===== src/rtl/robot_maneuver_sequencer.sv =====
// Obstacle-avoidance maneuver sequencer: cruise, back up, turn, pause, then resume,
// stop after one avoidance (single-shot) or latch FAULT on a persistent obstacle.
module robot_maneuver_sequencer #(
  parameter int BACK_CYC  = 4,
  parameter int TURN_CYC  = 6,
  parameter int PAUSE_CYC = 2,
  parameter int MAX_RETRY = 3,
  parameter int CNT_W     = 8
) (
  input  logic       clk,
  input  logic       reset,
  input  logic       start,
  input  logic       stop,
  input  logic       S,
  input  logic [2:0] I,
  output logic [1:0] M1,
  output logic [1:0] M2,
  output logic [2:0] L,
  output logic       busy,
  output logic       done
);

  localparam int RW = (MAX_RETRY < 2) ? 1 : $clog2(MAX_RETRY + 1);

  // State encoding doubles as the LED pattern.
  typedef enum logic [2:0] {
    ST_IDLE   = 3'b000,
    ST_FWD    = 3'b001,
    ST_BACKUP = 3'b010,
    ST_PAUSE  = 3'b011,
    ST_TURN   = 3'b100,
    ST_FAULT  = 3'b111
  } state_t;

  localparam logic [1:0] MOT_STOP = 2'b00;
  localparam logic [1:0] MOT_FWD  = 2'b01;
  localparam logic [1:0] MOT_REV  = 2'b10;

  state_t           state_q, state_d;
  logic [CNT_W-1:0] cnt_q, cnt_d;
  logic [RW-1:0]    retry_q, retry_d, retry_inc;
  logic [1:0]       cfg_q, cfg_d;   // {single_shot, alternate}
  logic             dir_q, dir_d;   // 0 left, 1 right
  logic [1:0]       m1_q, m1_d, m2_q, m2_d;
  logic             busy_q, busy_d, done_q, done_d;

  always_comb begin
    state_d   = state_q;
    cnt_d     = cnt_q;
    retry_d   = retry_q;
    cfg_d     = cfg_q;
    dir_d     = dir_q;
    done_d    = 1'b0;
    retry_inc = retry_q + RW'(1);

    unique case (state_q)
      ST_IDLE: begin
        if (start && !stop) begin
          cfg_d   = I[2:1];
          dir_d   = I[0];
          retry_d = '0;
          state_d = ST_FWD;
        end
      end
      ST_FWD: begin
        retry_d = '0;
        if (S) begin
          state_d = ST_BACKUP;
          cnt_d   = CNT_W'(BACK_CYC - 1);
        end
      end
      ST_BACKUP: begin
        if (cnt_q == '0) begin
          state_d = ST_TURN;
          cnt_d   = CNT_W'(TURN_CYC - 1);
        end else begin
          cnt_d = cnt_q - CNT_W'(1);
        end
      end
      ST_TURN: begin
        if (cnt_q == '0) begin
          state_d = ST_PAUSE;
          cnt_d   = CNT_W'(PAUSE_CYC - 1);
          if (cfg_q[0]) dir_d = ~dir_q;
        end else begin
          cnt_d = cnt_q - CNT_W'(1);
        end
      end
      ST_PAUSE: begin
        if (cnt_q != '0) begin
          cnt_d = cnt_q - CNT_W'(1);
        end else if (S) begin
          retry_d = retry_inc;
          if (retry_inc == RW'(MAX_RETRY)) begin
            state_d = ST_FAULT;
          end else begin
            state_d = ST_BACKUP;
            cnt_d   = CNT_W'(BACK_CYC - 1);
          end
        end else if (cfg_q[1]) begin
          state_d = ST_IDLE;
          done_d  = 1'b1;
        end else begin
          state_d = ST_FWD;
        end
      end
      ST_FAULT: ;
      default: state_d = ST_IDLE;
    endcase

    // Abort overrides every other transition, including counter expiry.
    if (stop && (state_q != ST_IDLE)) begin
      state_d = ST_IDLE;
      done_d  = 1'b0;
    end
  end

  // Outputs are decoded from the next state so they register on the same edge.
  always_comb begin
    m1_d   = MOT_STOP;
    m2_d   = MOT_STOP;
    busy_d = (state_d != ST_IDLE);
    unique case (state_d)
      ST_FWD:    begin m1_d = MOT_FWD; m2_d = MOT_FWD; end
      ST_BACKUP: begin m1_d = MOT_REV; m2_d = MOT_REV; end
      ST_TURN: begin
        m1_d = dir_d ? MOT_FWD : MOT_REV;
        m2_d = dir_d ? MOT_REV : MOT_FWD;
      end
      default: ;
    endcase
  end

  always_ff @(posedge clk) begin
    if (!reset) begin
      state_q <= ST_IDLE;
      cnt_q   <= '0;
      retry_q <= '0;
      cfg_q   <= '0;
      dir_q   <= 1'b0;
      m1_q    <= MOT_STOP;
      m2_q    <= MOT_STOP;
      busy_q  <= 1'b0;
      done_q  <= 1'b0;
    end else begin
      state_q <= state_d;
      cnt_q   <= cnt_d;
      retry_q <= retry_d;
      cfg_q   <= cfg_d;
      dir_q   <= dir_d;
      m1_q    <= m1_d;
      m2_q    <= m2_d;
      busy_q  <= busy_d;
      done_q  <= done_d;
    end
  end

  assign M1   = m1_q;
  assign M2   = m2_q;
  assign L    = state_q;
  assign busy = busy_q;
  assign done = done_q;

endmodule


===== config.mk =====
export PLATFORM = sky130hd
export DESIGN_NAME = robot_maneuver_sequencer
export DESIGN_NICKNAME = d
export VERILOG_FILES = /design/src/rtl/robot_maneuver_sequencer.sv
export SDC_FILE = /design/constraint.sdc
export NUM_CORES = 1
export LEC_CHECK = 0
export ABC_AREA = 1
export CORE_UTILIZATION = 53
export CTS_CLUSTER_DIAMETER = 100
export CTS_CLUSTER_SIZE = 20
export DETAILED_ROUTE_END_ITERATION = 10
export MAX_ROUTING_LAYER = met4
export PLACE_DENSITY = 0.77
export SYNTH_ARGS = -nofsm -noshare
export SYNTH_HDL_FRONTEND = slang
export SYNTH_SLANG_ARGS = --single-unit

===== constraint.sdc =====
create_clock -name clk -period 1.7 [get_ports clk]
set_input_delay 0.255 -clock clk [delete_from_list [all_inputs] [get_ports clk]]
set_output_delay 0.255 -clock clk [all_outputs]
set_load 0.01 [all_outputs]

# Word level (Yosys, flattened, before mapping)
# Index checks and enable logic that the tools add are counted.
# classes
n_addsub,2
n_eq_ne,15
n_mux,30
n_bitwise,3
reduce_logical,14
# op_table
op,count
8-bit 2-to-1 mux,6
8-bit one-hot mux with 4 select lines,1
3-bit 2-to-1 mux,8
2-bit one-hot mux with 3 select lines,3
3-bit one-hot mux with 6 select lines,1
2-bit 2-to-1 mux,5
"3-bit by 2-bit equality test with 1-bit output, second input constant",3
"3-bit equality test, second input constant",3
3-bit nonzero test,3
8-bit zero test,1
"2-bit inequality test, second input constant",4
4-bit AND reduction,2
8-bit nonzero test,1
"8-bit by 1-bit subtractor with 8-bit output, second input constant",1
"3-bit by 1-bit equality test with 1-bit output, second input constant",2
"3-bit inequality test, second input constant",2
1-bit 2-to-1 mux,5
5-bit OR reduction,1
4-bit nonzero test,1
3-bit zero test,1
1-bit inverter,3
"2-bit by 1-bit adder with 2-bit output, second input constant",1
"2-bit equality test, second input constant",1
1-bit logical AND,2
3 further kinds,3
# word_totals
reg_bits,22
input_bits,8
out_inout_bits,9
wordCells,73

# Depth between registers and ports, before layout
# Gate-level depths: netlist (run 1).
# logic_depth
word_depth,9
ltp_mapped,13
mapped_depth_nobuf,13

# Worst setup path before layout (run 1)
# OpenSTA, ideal clock, no wires.
# synth_path
path_type,register to register
start,register cnt_q[0]
end,register cnt_q[7]
setup_ns,0.124
t_arrival_ns,1.406
t_required_ns,1.576
path_slack_ns,0.170
path_stages_with_launch,11
path_buffers,0
synth_period_minus_slack_ns,1.530
cell_sequence,dfxtp_1 > inv_1 > ha_1 > nand3_2 > nor2_4 > o211ai_2 > nand2_2 > inv_2 > nand2_1 > nand2_1 > nor3b_2
# synth_between
elab_chain_cells,3
word_cells_on_any_way,10
classes_between,add/sub (1); eq/ne (2); mux (4); reduce/logical (3)
# synth_lines
element,line,text
start: declaration,40,"logic [CNT_W-1:0] cnt_q, cnt_d;"
start signal: assignment,147,cnt_q <= cnt_d;
"8-bit by 1-bit subtractor with 8-bit output, or another cell as far along","77, 86, 91",
"8-bit 2-to-1 mux, or another cell as far along",90,if (cnt_q != '0) begin
8-bit one-hot mux with 4 select lines / 4-bit AND reduction (equally long branches),n/a,
# Several ways; a longest one is shown, not always the timed one.
# A chain may end at the register's enable or synchronous reset.

# Worst setup path in the final report (run 1)
# layout_path
start,register cnt_q[0]
end,"register m1_q[0], in the netlist M1[0]"
# layout_between
elab_chain_cells,6
word_cells_on_any_way,14
classes_between,eq/ne (3); mux (9); reduce/logical (2)
# layout_lines
element,line,text
8-bit nonzero test / 8-bit zero test (equally long branches),"90, 73, 81",
3-bit 2-to-1 mux (on tied branches),"90, 73, 81",
3-bit one-hot mux with 6 select lines,56,unique case (state_q)
3-bit 2-to-1 mux,112,if (stop && (state_q != ST_IDLE)) begin
"3-bit equality test, or another cell as far along",123,unique case (state_d)
2-bit one-hot mux with 3 select lines *,123,
end signal: assignment,151,m1_q <= m1_d;
end: declaration,44,"logic [1:0] m1_q, m1_d, m2_q, m2_d;"
# Mark *: on every way between the ends. The rest lies on a longest branch, timed or not.

==> impl_metrics.env, run 1 <==
export IMPL_grt_pass1_vias=1196
export IMPL_yosys_area_share_simple_pct=39.6
export IMPL_syn_num_nets=205
export IMPL_period_share_pct=101
export IMPL_core_sq_mm=0.00221
export IMPL_final_setup_viol_count=1
export IMPL_routed_wl_mm=3.40
export IMPL_grt_pass1_wl_mm=5.01
export IMPL_drtPass1Iterations=4
export IMPL_yosysUniqueCellTypes=24
export IMPL_rsz0062_at_grt="yes"
export IMPL_violations="setup timing"
export IMPL_diodes=0
export IMPL_power_density_mw_per_mm2=1140
export IMPL_crit_type="register to register"
export IMPL_cts_tree="done"
export IMPL_post_dp_cell_area_sq_mm=0.00150
export IMPL_path_cells="inv_2, ha_4, nand3_4, nor2_4, buf_6, nor2_4, nor2_2, nand3_2, nor2_4, nand3_2, a21oi_2"
export IMPL_synth_compound_area_share_pct=12.0
export IMPL_synth_seq_area_share_pct=35.1
export IMPL_path_buf_inv=2
export IMPL_slew_headroom_pct=68.5
export IMPL_dp_hpwl_mm=2.30
export IMPL_p_leak_nw=0.767
export IMPL_slowest_delay_ns=0.36
export IMPL_antenna_found_initial=0
export IMPL_slew_viol_final=0
export IMPL_synth_top_family_by_area="simple AND/OR/NAND/NOR gates"
export IMPL_final_hold_viol_count=0
export IMPL_portBuffers=16
export IMPL_multiInputGateArea_sq_um=785
export IMPL_fp_dieH_microns=50.7
export IMPL_cts_hold_buf=0
export IMPL_peakVddDrop_mv=0.732
export IMPL_ios=17
export IMPL_cts_sinks=22
export IMPL_fmax_ghz=0.584
export IMPL_crit_slowest_cell="dfxtp_2"
export IMPL_fillerInstances=182
export IMPL_path_delay_family="simple AND/OR/NAND/NOR gates"
export IMPL_drv_cap=0
export IMPL_row_count=17
export IMPL_dieArea_sq_mm=0.00257
export IMPL_synth_cells=195
export IMPL_cts_buffers=3
export IMPL_grt_start_max_net_pins=14
export IMPL_min_period_ns=1.71
export IMPL_worstPathArrival_ns=1.98
export IMPL_synth_fa_ha_area_share_pct=1.99
export IMPL_worst_path_most_repeated_cell="nor2_4"
export IMPL_clockBufferDepth=2
export IMPL_insertion_delay_ns=0.33
export IMPL_worst_clock_skew_ns=0.00767
export IMPL_fin_ws_ns=-0.0127
export IMPL_cp_start_kind="register"
export IMPL_dr_total_vias=1359
export IMPL_worstPathRequired_ns=1.97
export IMPL_h_tree_depth=1
export IMPL_detail_route_iter0_violations=56
export IMPL_synth_mux_area_fraction_pct=0
export IMPL_ant_nets=0
export IMPL_clkTransAtPathRegs_ns=0.14
export IMPL_design_area_sq_mm=0.00169
export IMPL_final_nets=238
export IMPL_drc=0
export IMPL_cp_end_kind="register"
export IMPL_ys_warn_count=0
export IMPL_overflow=0
export IMPL_post_drt_wl_per_cell_microns=13.3
export IMPL_root_buffer="clkbuf_4"
export IMPL_syn_area_per_cell_sq_um=6.44
export IMPL_synth_xor_area_share_pct=2.09
export IMPL_worst_slew_pin_slew_ns=0.472
export IMPL_grtUsageTotal_pct=26.6
export IMPL_ys_ff_latch=22
export IMPL_min_path_type="register to register"
export IMPL_netlist_area_sq_mm=0.00125
export IMPL_die_w_microns=50.7
export IMPL_drive_above_1_share_pct=24.2
export IMPL_routed_via_density=5.33
export IMPL_post_place_ws_ns=-0.0536
export IMPL_status="finished, violations left"
export IMPL_register_area_sq_um=445
export IMPL_initial_core_util_pct=56.7
export IMPL_syn2layout_area_growth_pct=34.8
export IMPL_gp_congestion=0.998
export IMPL_path_max_fanout=5
## through the flow
stage | hold slack (ns) | utilization [%] | setup TNS [ns] | total power (W) | std cells
detailed placement | 0.454 | 67.8 | -0.119 | 0.00129 | 245
CTS | 0.490 | 70.6 | 0 | 0.00173 | 250
finish | 0.491 | 76.5 | -0.0127 | 0.00192 | 255
global placement | 0.448 | 67.8 | 0 | 0.00127 | 245
global route | 0.514 | 76.5 | -0.336 | 0.00202 | 255
floorplan | 0.390 | - | 0 | 0.00109 | 195
## where the power goes
group / internal (W) / leakage (nW) / total (W) / switching (W)
combinational: 0.000379 / 0.558 / 0.000870 / 0.000490
clock: 0.000239 / 0.0279 / 0.000419 / 0.000181
sequential: 0.000584 / 0.181 / 0.000635 / 0.0000518
total: 0.00120 / 0.767 / 0.00192 / 0.000722
## Yosys cell counts
library cell | count | share of area [%]
ha_1 | 2 | 2.0
clkbuf_1 | 1 | 0.30
a211oi_1 | 1 | 0.60
nand4_1 | 1 | 0.50
inv_2 | 5 | 1.5
nor2_4 | 1 | 0.90
a31oi_1 | 1 | 0.50
inv_1 | 24 | 7.2
o21ai_2 | 1 | 0.70
nor2_2 | 3 | 1.5
nor3_4 | 1 | 1.3
nor3_1 | 3 | 1.2
dfxtp_1 | 22 | 35
nor2_1 | 34 | 10
nor3b_2 | 2 | 2.0
nand3_1 | 12 | 4.8
o211ai_2 | 1 | 1.0
a21oi_1 | 13 | 5.2
xor2_1 | 3 | 2.1
nand3_2 | 2 | 1.6
o21ai_0 | 10 | 4.0
nand2_2 | 2 | 1.0
clkinv_1 | 1 | 0.30
nand2_1 | 49 | 15
## cells in the final DEF (no fill, tap or decap)
cell type        synthesis  layout
nand3_2                  2       5
inv_2                    5       7
xor2_1                   3       3
dfxtp_2                  0       4
dfxtp_1                 22      18
a21oi_2                  0       5
nor3b_2                  2       2
o21ai_0                 10      10
bufinv_16                0       1
clkbuf_4                 0       3
nand2_2                  2       4
clkinv_1                 1       1
ha_1                     2       1
nor2_4                   1       3
nor2_1                  34      32
nor2_2                   3       3
ha_4                     0       1
buf_4                    0      12
clkdlybuf4s50_1          0      16
a21oi_1                 13       8
o211ai_2                 1       1
nand2_1                 49      47
a211oi_1                 1       1
o21ai_4                  0       1
a31oi_1                  1       1
nand4_1                  1       1
nand3_1                 12       8
nand3_4                  0       1
nor3_4                   1       1
nor3_1                   3       3
inv_1                   24      22
buf_6                    0       1
## layer usage
layer  wire length, microns  global-route usage, %  part of all wire [%]  vias up
met2                   1680                   46.2                    50       53
met4                     74                   6.94                   2.2        0
li1                       -                      -                     -      675
met3                    181                   2.73                   5.3        9
met5                      0                      -                     0        -
met1                   1460                   32.6                    43      622
## flip-flops by register name (all words and copies together) (netlist names)
| register | count |
|---|---|
| busy | 1 |
| M2 | 2 |
| cfg_q | 2 |
| retry_q | 2 |
| dir_q | 1 |
| cnt_q | 8 |
| M1 | 2 |
| L | 3 |
| done | 1 |
## logic make-up (layout without fill, tap and decap cells)
family,Yosys count,in the layout
compound gates,27,27
xor+xnor,3,3
fa+ha+maj,2,2
buf+inv,31,63
flops,22,22
simple gates,110,110
## area by class of cell
type | instances | area share [%]
Multi-Input combinational cell | 142 | 46.4
Inverter | 30 | 6.66
Tap cell | 28 | 2.07
Timing Repair Buffer | 29 | 15.5
Sequential cell | 22 | 26.3
Clock buffer | 3 | 1.33
Clock inverter | 1 | 1.78
## worst min-delay path, delay by kind of cell, from the launching register on
kind	cells	cell delay, ns
simple gates	1	0.06
compound gates	1	0.05
flops	1	0.36
## timing repair
action                     CTS  global route
setup endpoints to repair    5            18
cloned                       0             0
pin swaps                    1             8
gates resized for setup      1            25
buffers inserted             1             5
## final timing paths
kind                            startpoint        to  slack [ns]  cells past startpoint
worst max-delay path              cnt_q[0]     M1[0]       -0.01                     11
worst min-delay path              cnt_q[1]  cnt_q[1]        0.49                      2
worst max register to register    cnt_q[0]     M1[0]       -0.01                     11
worst min register to register    cnt_q[1]  cnt_q[1]        0.49                      2
No activity file was read; power rests on OpenSTA's default activity.
==> inputs of run 2 (changes only) <==
Settings changed: ABC_CLOCK_PERIOD_IN_PS set to 1700.
==> results of run 2 <==
No change in the layout: final DEF, timing and power equal those of run 1.
